--- config.mk ---
export PLATFORM = sky130hd
export DESIGN_NAME = seq_divider
export DESIGN_NICKNAME = d
export VERILOG_FILES = /design/src/rtl/seq_divider.sv
export SDC_FILE = /design/constraint.sdc
export NUM_CORES = 1
export LEC_CHECK = 0
export ABC_AREA = 1
export CELL_PAD_IN_SITES_DETAIL_PLACEMENT = 0
export CELL_PAD_IN_SITES_GLOBAL_PLACEMENT = 2
export CORE_MARGIN = 2
export CORE_UTILIZATION = 31
export CTS_CLUSTER_SIZE = 20
export DETAILED_ROUTE_END_ITERATION = 10
export GPL_ROUTABILITY_DRIVEN = 1
export GPL_TIMING_DRIVEN = 0
export PLACE_DENSITY_LB_ADDON = 0.1
export SLEW_MARGIN = 20
export SYNTH_ARGS = -nofsm -noshare
export SYNTH_HDL_FRONTEND = slang
export SYNTH_SLANG_ARGS = --single-unit
export TNS_END_PERCENT = 50
--- constraint.sdc ---
create_clock -name clk -period 2.7 [get_ports clk]
set_input_delay 0.27 -clock clk [delete_from_list [all_inputs] [get_ports clk]]
set_output_delay 0.27 -clock clk [all_outputs]
set_load 0.1 [all_outputs]
--- src/rtl/seq_divider.sv ---
// Multi-cycle restoring divider for DIV/DIVU; resolves one quotient bit per cycle.
// Result is {remainder, quotient}, registered and held until the next completion.
module seq_divider #(
   parameter int unsigned WIDTH = 32
) (
   input  logic               clk,
   input  logic               reset,
   input  logic               i_start,
   input  logic               i_signed_op,
   input  logic [WIDTH-1:0]   i_dividend,
   input  logic [WIDTH-1:0]   i_divisor,
   output logic               o_busy,
   output logic               o_done,
   output logic               o_div_by_zero,
   output logic [2*WIDTH-1:0] o_div_ans
);

   localparam int unsigned CntW = $clog2(WIDTH + 1);

   typedef enum logic [1:0] {StIdle, StRun, StFix, StDone} state_e;

   state_e             r_state;
   state_e             w_state_nxt;
   logic [WIDTH-1:0]   r_rem;
   logic [WIDTH-1:0]   r_quo;
   logic [WIDTH-1:0]   r_dvsr;
   logic [CntW-1:0]    r_cnt;
   logic               r_neg_quo;
   logic               r_neg_rem;
   logic               r_div_by_zero;
   logic [2*WIDTH-1:0] r_ans;

   logic               w_accept;
   logic               w_dvsr_zero;
   logic [WIDTH-1:0]   w_dividend_mag;
   logic [WIDTH-1:0]   w_divisor_mag;
   logic [WIDTH:0]     w_rem_sh;
   logic [WIDTH:0]     w_trial;
   logic               w_last_step;
   logic [WIDTH-1:0]   w_quo_fix;
   logic [WIDTH-1:0]   w_rem_fix;

   assign w_accept       = (r_state == StIdle) && i_start;
   assign w_dvsr_zero    = (i_divisor == '0);
   assign w_dividend_mag = (i_signed_op && i_dividend[WIDTH-1]) ? -i_dividend : i_dividend;
   assign w_divisor_mag  = (i_signed_op && i_divisor[WIDTH-1])  ? -i_divisor  : i_divisor;

   // rem_sh < 2*divisor, so a WIDTH+1 bit trial cannot overflow; its MSB is the borrow
   assign w_rem_sh    = {r_rem, r_quo[WIDTH-1]};
   assign w_trial     = w_rem_sh - {1'b0, r_dvsr};
   assign w_last_step = (r_cnt == CntW'(WIDTH - 1));

   assign w_quo_fix = r_neg_quo ? -r_quo : r_quo;
   assign w_rem_fix = r_neg_rem ? -r_rem : r_rem;

   always_ff @(posedge clk) begin
      if (reset) begin
         r_state <= StIdle;
      end else begin
         r_state <= w_state_nxt;
      end
   end

   always_comb begin
      w_state_nxt = r_state;
      o_busy      = 1'b0;
      o_done      = 1'b0;
      unique case (r_state)
         StIdle: begin
            if (i_start) begin
               w_state_nxt = w_dvsr_zero ? StDone : StRun;
            end
         end
         StRun: begin
            o_busy = 1'b1;
            if (w_last_step) begin
               w_state_nxt = StFix;
            end
         end
         StFix: begin
            o_busy      = 1'b1;
            w_state_nxt = StDone;
         end
         StDone: begin
            o_done      = 1'b1;
            w_state_nxt = StIdle;
         end
         default: w_state_nxt = StIdle;
      endcase
   end

   always_ff @(posedge clk) begin
      if (reset) begin
         r_rem         <= '0;
         r_quo         <= '0;
         r_dvsr        <= '0;
         r_cnt         <= '0;
         r_neg_quo     <= 1'b0;
         r_neg_rem     <= 1'b0;
         r_div_by_zero <= 1'b0;
         r_ans         <= '0;
      end else if (w_accept) begin
         r_rem         <= '0;
         r_quo         <= w_dividend_mag;
         r_dvsr        <= w_divisor_mag;
         r_cnt         <= '0;
         r_neg_quo     <= i_signed_op && (i_dividend[WIDTH-1] ^ i_divisor[WIDTH-1]);
         r_neg_rem     <= i_signed_op && i_dividend[WIDTH-1];
         r_div_by_zero <= w_dvsr_zero;
         if (w_dvsr_zero) begin
            r_ans <= {i_dividend, {WIDTH{1'b1}}};
         end
      end else if (r_state == StRun) begin
         r_cnt <= r_cnt + 1'b1;
         if (!w_trial[WIDTH]) begin
            r_rem <= w_trial[WIDTH-1:0];
            r_quo <= {r_quo[WIDTH-2:0], 1'b1};
         end else begin
            r_rem <= w_rem_sh[WIDTH-1:0];
            r_quo <= {r_quo[WIDTH-2:0], 1'b0};
         end
      end else if (r_state == StFix) begin
         r_ans <= {w_rem_fix, w_quo_fix};
      end
   end

   assign o_div_by_zero = r_div_by_zero;
   assign o_div_ans     = r_ans;

endmodule

==> reports/qor_table.md, run 1 <==
| Result | This run | Unit |
|---|---|---|
| Critical hold path startpoint | o_div_ans[40] | - |
| Number of fill cells in the layout | 4706 | - |
| Share of post-route cells with drive strength above 1 | 5.85 | % |
| Highest signal layer in the routed design | met4 | - |
| Setup slack of the worst register-to-register path | 0.007 | ns |
| Per-instance average area after synthesis | 5.96 | um^2 |
| RR Startpoint | r_state[0] | - |
| Global-route wire length before repair | 90200 | um |
| Pin count of the biggest net entering global routing | 17 | - |
| Clock skew after layout | 0.0102 | ns |
| Number of buffers on the longest clock path | 2 | - |
| Reg2Reg Capture Point | o_div_ans[2] | - |
| Total area of multi-input combinational cells | 7970 | um^2 |
| Warning count from the yosys run | 0 | - |
| Std cell rows | 75 | - |
| Violation count after the first detailed-route iteration | 993 | - |
| Critical path fanouts, max | 10 | - |
| Dominant combinational cell family by area after synthesis | simple AND/OR/NAND/NOR gates | - |
| CTS tree | done | - |
| 1st-pass router iterations | 6 | - |
| Die X | 209 | um |
| Classification of the worst setup path | flop to flop | - |
| Largest voltage drop on the vdd net | 0.440 | mV |
| Total of buffers placed on input and output ports | 133 | - |
| Fmax | 371 | MHz |
| Primary flip-flop cell chosen by synthesis mapping | sky130_fd_sc_hd__dfxtp_1 | - |
| Total power of the final layout | 12000 | uW |
| Number of antenna violations at the first check in global routing | 0 | - |
| Number of global-route vias before repair | 14000 | - |
| Clock H-tree levels | 4 | - |
| Detailed-placement wirelength estimate | 49900 | um |
| Post-Layout Inst Area | 15700 | um^2 |
| Arrival time of data at the critical path endpoint | 3.07 | ns |
| Post-route ant nets | 0 | - |
| Mux share of post-synthesis cell area | 0.0766 | % |
| DR WL met3 | 1780 | um |
| Required time of the critical path | 3.08 | ns |
| Ratio of total power to cell area | 766 | nW/um^2 |
| Diode insertion count for antenna repair | 0 | - |
| Unique cell type count in the Yosys netlist | 57 | - |
| Period Utilization, post-route | 99.7 | % |
| Number of buffers created by CTS | 17 | - |
| Highest cell delay on the worst timing path | 0.67 | ns |
| Outcome | finished, final reports clean | - |
| RePlAce Congestion | 0.965 | - |
| FF+latch count, synth | 171 | - |
| Worst min-delay path category | flop to flop | - |
| Root buf cell | sky130_fd_sc_hd__clkbuf_16 | - |
| Type of destination of the critical path | flop | - |
| Cell chain of the critical path | inv_1 -> ha_1 -> nand2_1 -> buf_2 -> clkbuf_1 -> nand3_1 -> o21ai_0 -> nor2_1 | - |
| Fraction of the mapped netlist area in adder cells | 4.18 | % |
| Pins Over Slew Limit | 0 | - |
| Sequential Area | 3420 | um^2 |
| Compound-gate portion of the synthesized area | 17.2 | % |
| Synthesis-to-layout area growth | 19.9 | % |
| Core Region | 41800 | um^2 |
| Sum of met2 wire segment lengths after detailed routing | 30800 | um |
| Unrepaired setup endpoints after global routing | yes | - |
| XOR/XNOR Fraction of Synth Area | 2.88 | % |
| Share of synthesized area occupied by flip-flops and latches | 26.2 | % |
| Area fraction in and, or, nand and nor cells after synthesis | 36.5 | % |
| Initial core utilization | 31.3 | % |
| Async S/R FF share, synth | 0 | % |
| Clock slew at reported path FFs | 0.07 | ns |
| Die outline area | 43800 | um^2 |
| Final hold violation count | 0 | - |
| Destination of the worst hold path | o_div_ans[40] | - |
| Leakage dissipation | 0.00726 | uW |
| Routed metal-1 wirelength | 25900 | um |
| Mean routed wirelength per cell | 21.0 | um |
| Vias/cell | 4.99 | - |
| Count of maximum capacitance violations | 0 | - |
| Count of flip-flops with a built-in enable after synthesis | 0 | - |
| Post-layout minimum cycle time | 2.69 | ns |
| Number of I/O pins | 135 | - |
| Total standard cell area after synthesis | 13100 | um^2 |
| Overall global routing resource usage | 28.1 | % |
| Remaining DRCs | 0 | - |
| Setup Viol. Count Final | 0 | - |
| Clock network latency to the later pin of the worst-skew pair | 0.49 | ns |
| Count of cells along the worst register-to-register path | 8 | - |
| Cell with the biggest individual delay on the critical path | sky130_fd_sc_hd__clkbuf_1 | - |
| Total grt overflow | 0 | - |
| Vert. Die Dim | 209 | um |
| Total number of vias | 14500 | - |
| Number of instances in the synthesized netlist | 2192 | - |
| Setup crit start kind | flop | - |
| Post-place instance area | 15100 | um^2 |
| Count of cells along the worst hold path | 2 | - |
| Synthesized netlist net count | 2303 | - |
| Number of clock sinks | 171 | - |
| Final wirelength | 60800 | um |
| Least-Margin Pin Slew | 1.10 | ns |
| Post-layout net count | 2456 | - |
| Slew headroom | 26.9 | % |
==> critical path: cells and delay by family (launching register included) <==
| kind | cells | cell delay (ns) |
|---|---|---|
| flip-flops | 1 | 0.37 |
| AND/OR/NAND/NOR | 3 | 0.61 |
| adder cells (fa/ha/maj) | 1 | 0.23 |
| AO/OA/AOI/OAI | 1 | 0.30 |
| buffers and inverters | 3 | 1.07 |
==> per-stage QoR <==
stage / utilization, % / setup TNS (ns) / hold slack [ns] / setup WS, ns / cells
2_1_floorplan: - / 0 / 0.369 / 0.517 / 2192
6_report: 37.5 / 0 / 0.470 / 0.00734 / 2897
4_1_cts: 37.5 / 0 / 0.442 / 0.0192 / 2897
3_3_place_gp: 36.1 / -7.67 / 0.453 / -0.434 / 2864
5_1_grt: 37.5 / -0.134 / 0.463 / -0.0311 / 2897
3_5_place_dp: 36.1 / -7.69 / 0.458 / -0.406 / 2864
==> cell families (layout without fill, tap and decap cells) <==
| group | Yosys count | count (layout) |
|---|---|---|
| flip-flops | 171 | 171 |
| multiplexers | 1 | 1 |
| XOR/XNOR | 43 | 43 |
| AO/OA/AOI/OAI | 394 | 394 |
| buffers and inverters | 422 | 588 |
| AND/OR/NAND/NOR | 1118 | 1118 |
| adder cells (fa/ha/maj) | 43 | 43 |
==> sequential cells by signal, indices dropped and copies added (netlist names) <==
name           cells
r_dvsr            32
r_quo             32
r_neg_quo          1
o_div_by_zero      1
r_neg_rem          1
r_cnt              6
r_rem             32
o_div_ans         64
r_state            2
==> worst max-delay path by stage <==
stage | from | to
after floorplan | r_quo[31] | r_rem[27]
after global placement | i_start | o_div_ans[6]
after detailed placement | r_state[1] | o_div_ans[6]
after CTS | r_state[0] | o_div_ans[1]
after global routing | r_state[0] | o_div_ans[41]
final | r_state[0] | o_div_ans[2]
==> layer usage <==
layer | vias up | GRT usage (%)
li1 | 7341 | -
met5 | - | 0
met3 | 71 | 3.59
met2 | 328 | 51.2
met1 | 6716 | 33.3
met4 | 0 | 11.2
==> report_power, final <==
group / switching (uW) / internal (uW)
Combinational: 4510 / 1890
Clock: 1150 / 1340
Sequential: 315 / 2800
==> cell usage after synthesis (10+ instances only) <==
| cell type | instances | share of area, % |
|---|---|---|
| sky130_fd_sc_hd__a21oi_1 | 126 | 4.8 |
| sky130_fd_sc_hd__a31oi_1 | 23 | 1.1 |
| sky130_fd_sc_hd__buf_2 | 10 | 0.38 |
| sky130_fd_sc_hd__clkbuf_1 | 46 | 1.3 |
| sky130_fd_sc_hd__dfxtp_1 | 171 | 26 |
| sky130_fd_sc_hd__ha_1 | 42 | 4.0 |
| sky130_fd_sc_hd__inv_1 | 335 | 9.6 |
| sky130_fd_sc_hd__nand2_1 | 601 | 17 |
| sky130_fd_sc_hd__nand2_2 | 20 | 0.96 |
| sky130_fd_sc_hd__nand3_1 | 152 | 5.8 |
| sky130_fd_sc_hd__nand3b_1 | 10 | 0.57 |
| sky130_fd_sc_hd__nand4_1 | 21 | 1.0 |
| sky130_fd_sc_hd__nor2_1 | 234 | 6.7 |
| sky130_fd_sc_hd__nor3_1 | 36 | 1.4 |
| sky130_fd_sc_hd__o211ai_1 | 16 | 0.92 |
| sky130_fd_sc_hd__o21ai_0 | 143 | 5.5 |
| sky130_fd_sc_hd__o21ai_1 | 19 | 0.73 |
| sky130_fd_sc_hd__o22ai_1 | 19 | 0.91 |
| sky130_fd_sc_hd__xor2_1 | 36 | 2.4 |
==> area by class of cell <==
class	instances	area share [%]
Sequential cell	171	21.9
Clock inverter	10	0.575
Timing Repair Buffer	134	8.54
Buffer	76	2.52
Clock buffer	22	3.03
Inverter	346	8.32
Tap cell	539	4.30
Multi-Input combinational cell	1599	50.9
==> layout by cell type, fill, tap and decap left out, types with 17 or more instances in the layout <==
cell	n
sky130_fd_sc_hd__xor2_1	36
sky130_fd_sc_hd__dfxtp_1	170
sky130_fd_sc_hd__nor3_1	36
sky130_fd_sc_hd__clkbuf_1	45
sky130_fd_sc_hd__a31oi_1	23
sky130_fd_sc_hd__clkdlybuf4s50_1	132
sky130_fd_sc_hd__o21ai_0	143
sky130_fd_sc_hd__o22ai_1	19
sky130_fd_sc_hd__clkbuf_16	17
sky130_fd_sc_hd__ha_1	41
sky130_fd_sc_hd__a21oi_1	126
sky130_fd_sc_hd__nand4_1	21
sky130_fd_sc_hd__nand2_1	601
sky130_fd_sc_hd__nor2_1	233
sky130_fd_sc_hd__nand3_1	152
sky130_fd_sc_hd__o21ai_1	19
sky130_fd_sc_hd__inv_1	334
sky130_fd_sc_hd__nand2_2	20
==> repair_timing <==
item / CTS / global route
hold buffers: 0 / 0
resized for setup: 7 / 7
endpoints found under the setup margin: 58 / 40
pin swaps: 1 / 0
buffers inserted: 1 / 0
(Power assumes the default switching activity.)
==> inputs of run 2 (changes only) <==
--- a/config.mk
+++ b/config.mk
@@ -9,7 +9,7 @@
 export CELL_PAD_IN_SITES_DETAIL_PLACEMENT = 0
 export CELL_PAD_IN_SITES_GLOBAL_PLACEMENT = 2
 export CORE_MARGIN = 2
-export CORE_UTILIZATION = 31
+export CORE_UTILIZATION = 28
 export CTS_CLUSTER_SIZE = 20
 export DETAILED_ROUTE_END_ITERATION = 10
 export GPL_ROUTABILITY_DRIVEN = 1
==> constraint.sdc (replaced) <==
create_clock -name clk -period 2.4 [get_ports clk]
set_input_delay 0.24 -clock clk [delete_from_list [all_inputs] [get_ports clk]]
set_output_delay 0.24 -clock clk [all_outputs]
set_load 0.1 [all_outputs]
==> run 2 against run 1 <==
Effect of this change: the run now ends with setup timing left; final cell count is 2.7% higher; sequential share of layout area is 1.0 points lower; highest routed layer unchanged; sequential cell count stayed put; global-route usage is 3.0 points lower; count of clock-buffer cells in the layout is 4 lower; critical path depth is 10 higher; clock power is 24% higher; non-clock buffer count is 12 higher.
==> reports/qor_table.md, run 2 (synthesis results as in run 1) <==
| Result | This run | Unit |
|---|---|---|
| Total area of multi-input combinational cells | 8400 | um^2 |
| Proportion of total power due to net switching | 48.7 | % |
| Core Region | 46300 | um^2 |
| Count of cells along the worst register-to-register path | 18 | - |
| Outcome | finished, violations left | - |
| Sequential Area | 3430 | um^2 |
| Internal power consumption | 7510 | uW |
| Power share of the clock group | 21.1 | % |
| Vert. Die Dim | 220 | um |
| Leakage dissipation | 0.00754 | uW |
| Least-Margin Pin Slew | 1.02 | ns |
| Power share of the sequential group | 23.8 | % |
| Post-layout worst setup margin | -0.124 | ns |
| Pin count of the biggest net entering global routing | 17 | - |
| Count of cells along the worst hold path | 3 | - |
| Setup Viol. Count Final | 33 | - |
| Unrepaired setup endpoints after global routing | yes | - |
| Clock slew at reported path FFs | 0.07 | ns |
| Largest voltage drop on the vdd net | 0.523 | mV |
| Most frequent standard cell in the layout excluding fill and tap cells | sky130_fd_sc_hd__nand2_1 | - |
| Post-layout net count | 2468 | - |
| Number of clock sinks | 171 | - |
| CTS tree | done | - |
| Hold Buf Count CTS | 0 | - |
| Required time of the critical path | 2.74 | ns |
| Clock network latency to the later pin of the worst-skew pair | 0.48 | ns |
| Ratio of total power to cell area | 891 | nW/um^2 |
| Number of buffers on the longest clock path | 2 | - |
| Share of post-route cells with drive strength above 1 | 11.1 | % |
| Detailed-placement wirelength estimate | 49500 | um |
| Final hold violation count | 0 | - |
| Final Hold Slack | 0.447 | ns |
| 1st-pass router iterations | 5 | - |
| Root buf cell | sky130_fd_sc_hd__clkbuf_16 | - |
| Total grt overflow | 0 | - |
| Post-layout minimum cycle time | 2.52 | ns |
| Setup crit start kind | flop | - |
| Classification of the worst setup path | flop to flop | - |
| Type of destination of the critical path | flop | - |
| Violated checks | setup timing | - |
| Total of buffers placed on input and output ports | 133 | - |
| Number of I/O pins | 135 | - |
| Remaining DRCs | 0 | - |
| Pins Over Slew Limit | 0 | - |
| Post-route ant nets | 0 | - |
| Total power of the final layout | 14700 | uW |
| Flip-flop count of the largest register after layout | 64 | - |
| Synthesis-to-layout area growth | 25.9 | % |
| Slew headroom | 32.2 | % |
| Overall global routing resource usage | 25.1 | % |
| Total number of vias | 14300 | - |
| Combinational share of power | 55.1 | % |
| Die outline area | 48400 | um^2 |
| Number of buffers created by CTS | 17 | - |
| Arrival time of data at the critical path endpoint | 2.87 | ns |
| Vias/cell | 4.82 | - |
| P_sw | 7140 | uW |
| Mean routed wirelength per cell | 20.3 | um |
| Count of maximum capacitance violations | 0 | - |
| Clock H-tree levels | 4 | - |
| Die X | 220 | um |
| Worst min-delay path category | input port to flop | - |
| Final wirelength | 60500 | um |
| Fmax | 396 | MHz |
| Violation count after the first detailed-route iteration | 835 | - |
| Most used cells in the layout excluding fill and tap cells | 553 x sky130_fd_sc_hd__nand2_1, 333 x sky130_fd_sc_hd__inv_1, 226 x sky130_fd_sc_hd__nor2_1 | - |
| Number of fill cells in the layout | 5250 | - |
| Diode insertion count for antenna repair | 0 | - |
| Period Utilization, post-route | 105 | % |
| Number of antenna violations at the first check in global routing | 1 | - |
| Std cell rows | 79 | - |
| Clock skew after layout | 0.0146 | ns |
| Initial core utilization | 28.2 | % |
| Critical path fanouts, max | 8 | - |
| Global-route wire length before repair | 87600 | um |
| Number of global-route vias before repair | 13900 | - |
| RePlAce Congestion | 0.924 | - |
==> run 2: timing repair <==
item,in CTS,in global routing
pin swaps,14,7
setup buffers,8,2
resized for setup,98,68
setup endpoints to repair,87,85
cloned,3,0
==> run 2: power groups by stage <==
| stage | clock (uW) | sequential (uW) | combinational (uW) |
|---|---|---|---|
| after floorplan | 0 | 3700 | 4600 |
| after global placement | 0 | 3550 | 7070 |
| after detailed placement | 0 | 3540 | 7080 |
| after CTS | 3160 | 3480 | 7830 |
| after global routing | 3270 | 3540 | 8890 |
| final | 3090 | 3490 | 8070 |
==> run 2: final timing paths <==
| path | endpoint | from | slack [ns] |
|---|---|---|---|
| worst min-delay path | r_dvsr[0] | i_divisor[0] | 0.45 |
| worst max register to register | r_rem[7] | r_quo[31] | -0.12 |
| worst max-delay path | r_rem[7] | r_quo[31] | -0.12 |
| worst min register to register | o_div_ans[50] | o_div_ans[50] | 0.47 |
==> run 2: cell type report <==
class	instances	area share (%)
Inverter	346	7.96
Sequential cell	171	20.8
Clock inverter	13	1.17
Tap cell	607	4.62
Timing Repair Buffer	146	8.98
Buffer	76	2.72
Clock buffer	18	2.67
Multi-Input combinational cell	1599	51.1
==> run 2: worst max-delay path, stage by stage, from the launching register on <==
cell,delay (ns)
sky130_fd_sc_hd__dfxtp_2,0.35
sky130_fd_sc_hd__clkinvlp_4,0.22
sky130_fd_sc_hd__ha_4,0.25
sky130_fd_sc_hd__fa_2,0.34
sky130_fd_sc_hd__inv_1,0.06
sky130_fd_sc_hd__nand2_1,0.05
sky130_fd_sc_hd__nand2_2,0.08
sky130_fd_sc_hd__nand3_2,0.08
sky130_fd_sc_hd__nand2_4,0.09
sky130_fd_sc_hd__nand2_4,0.05
sky130_fd_sc_hd__nand2_4,0.08
sky130_fd_sc_hd__nand2_4,0.07
sky130_fd_sc_hd__nand2_4,0.08
sky130_fd_sc_hd__nand2_4,0.07
sky130_fd_sc_hd__nand2_8,0.13
sky130_fd_sc_hd__buf_8,0.17
sky130_fd_sc_hd__nand2_2,0.05
sky130_fd_sc_hd__nand3_1,0.07
sky130_fd_sc_hd__a21oi_1,0.06
==> run 2: metrics by stage <==
stage                     instance area (um^2)  worst slack, ns  std cells  util [%]  TNS, ns
after floorplan                          13100            0.217       2192         -        0
after global placement                   15200           -0.541       2932      32.8   -35.53
after detailed placement                 15200           -0.553       2932      32.8   -36.35
after CTS                                16200           -0.140       2974      35.1    -3.42
after global routing                     16400           -0.226       2976      35.6    -6.25
final                                    16400           -0.124       2976      35.6    -3.02
==> run 2: metal layers <==
metal  track usage [%]  routed length, um  up-vias
met2              45.8              30700      291
met3              3.37               1890       88
li1                  -                  -     7355
met5                 0                  0        -
met4              10.4               2350        0
met1              29.3              25600     6596
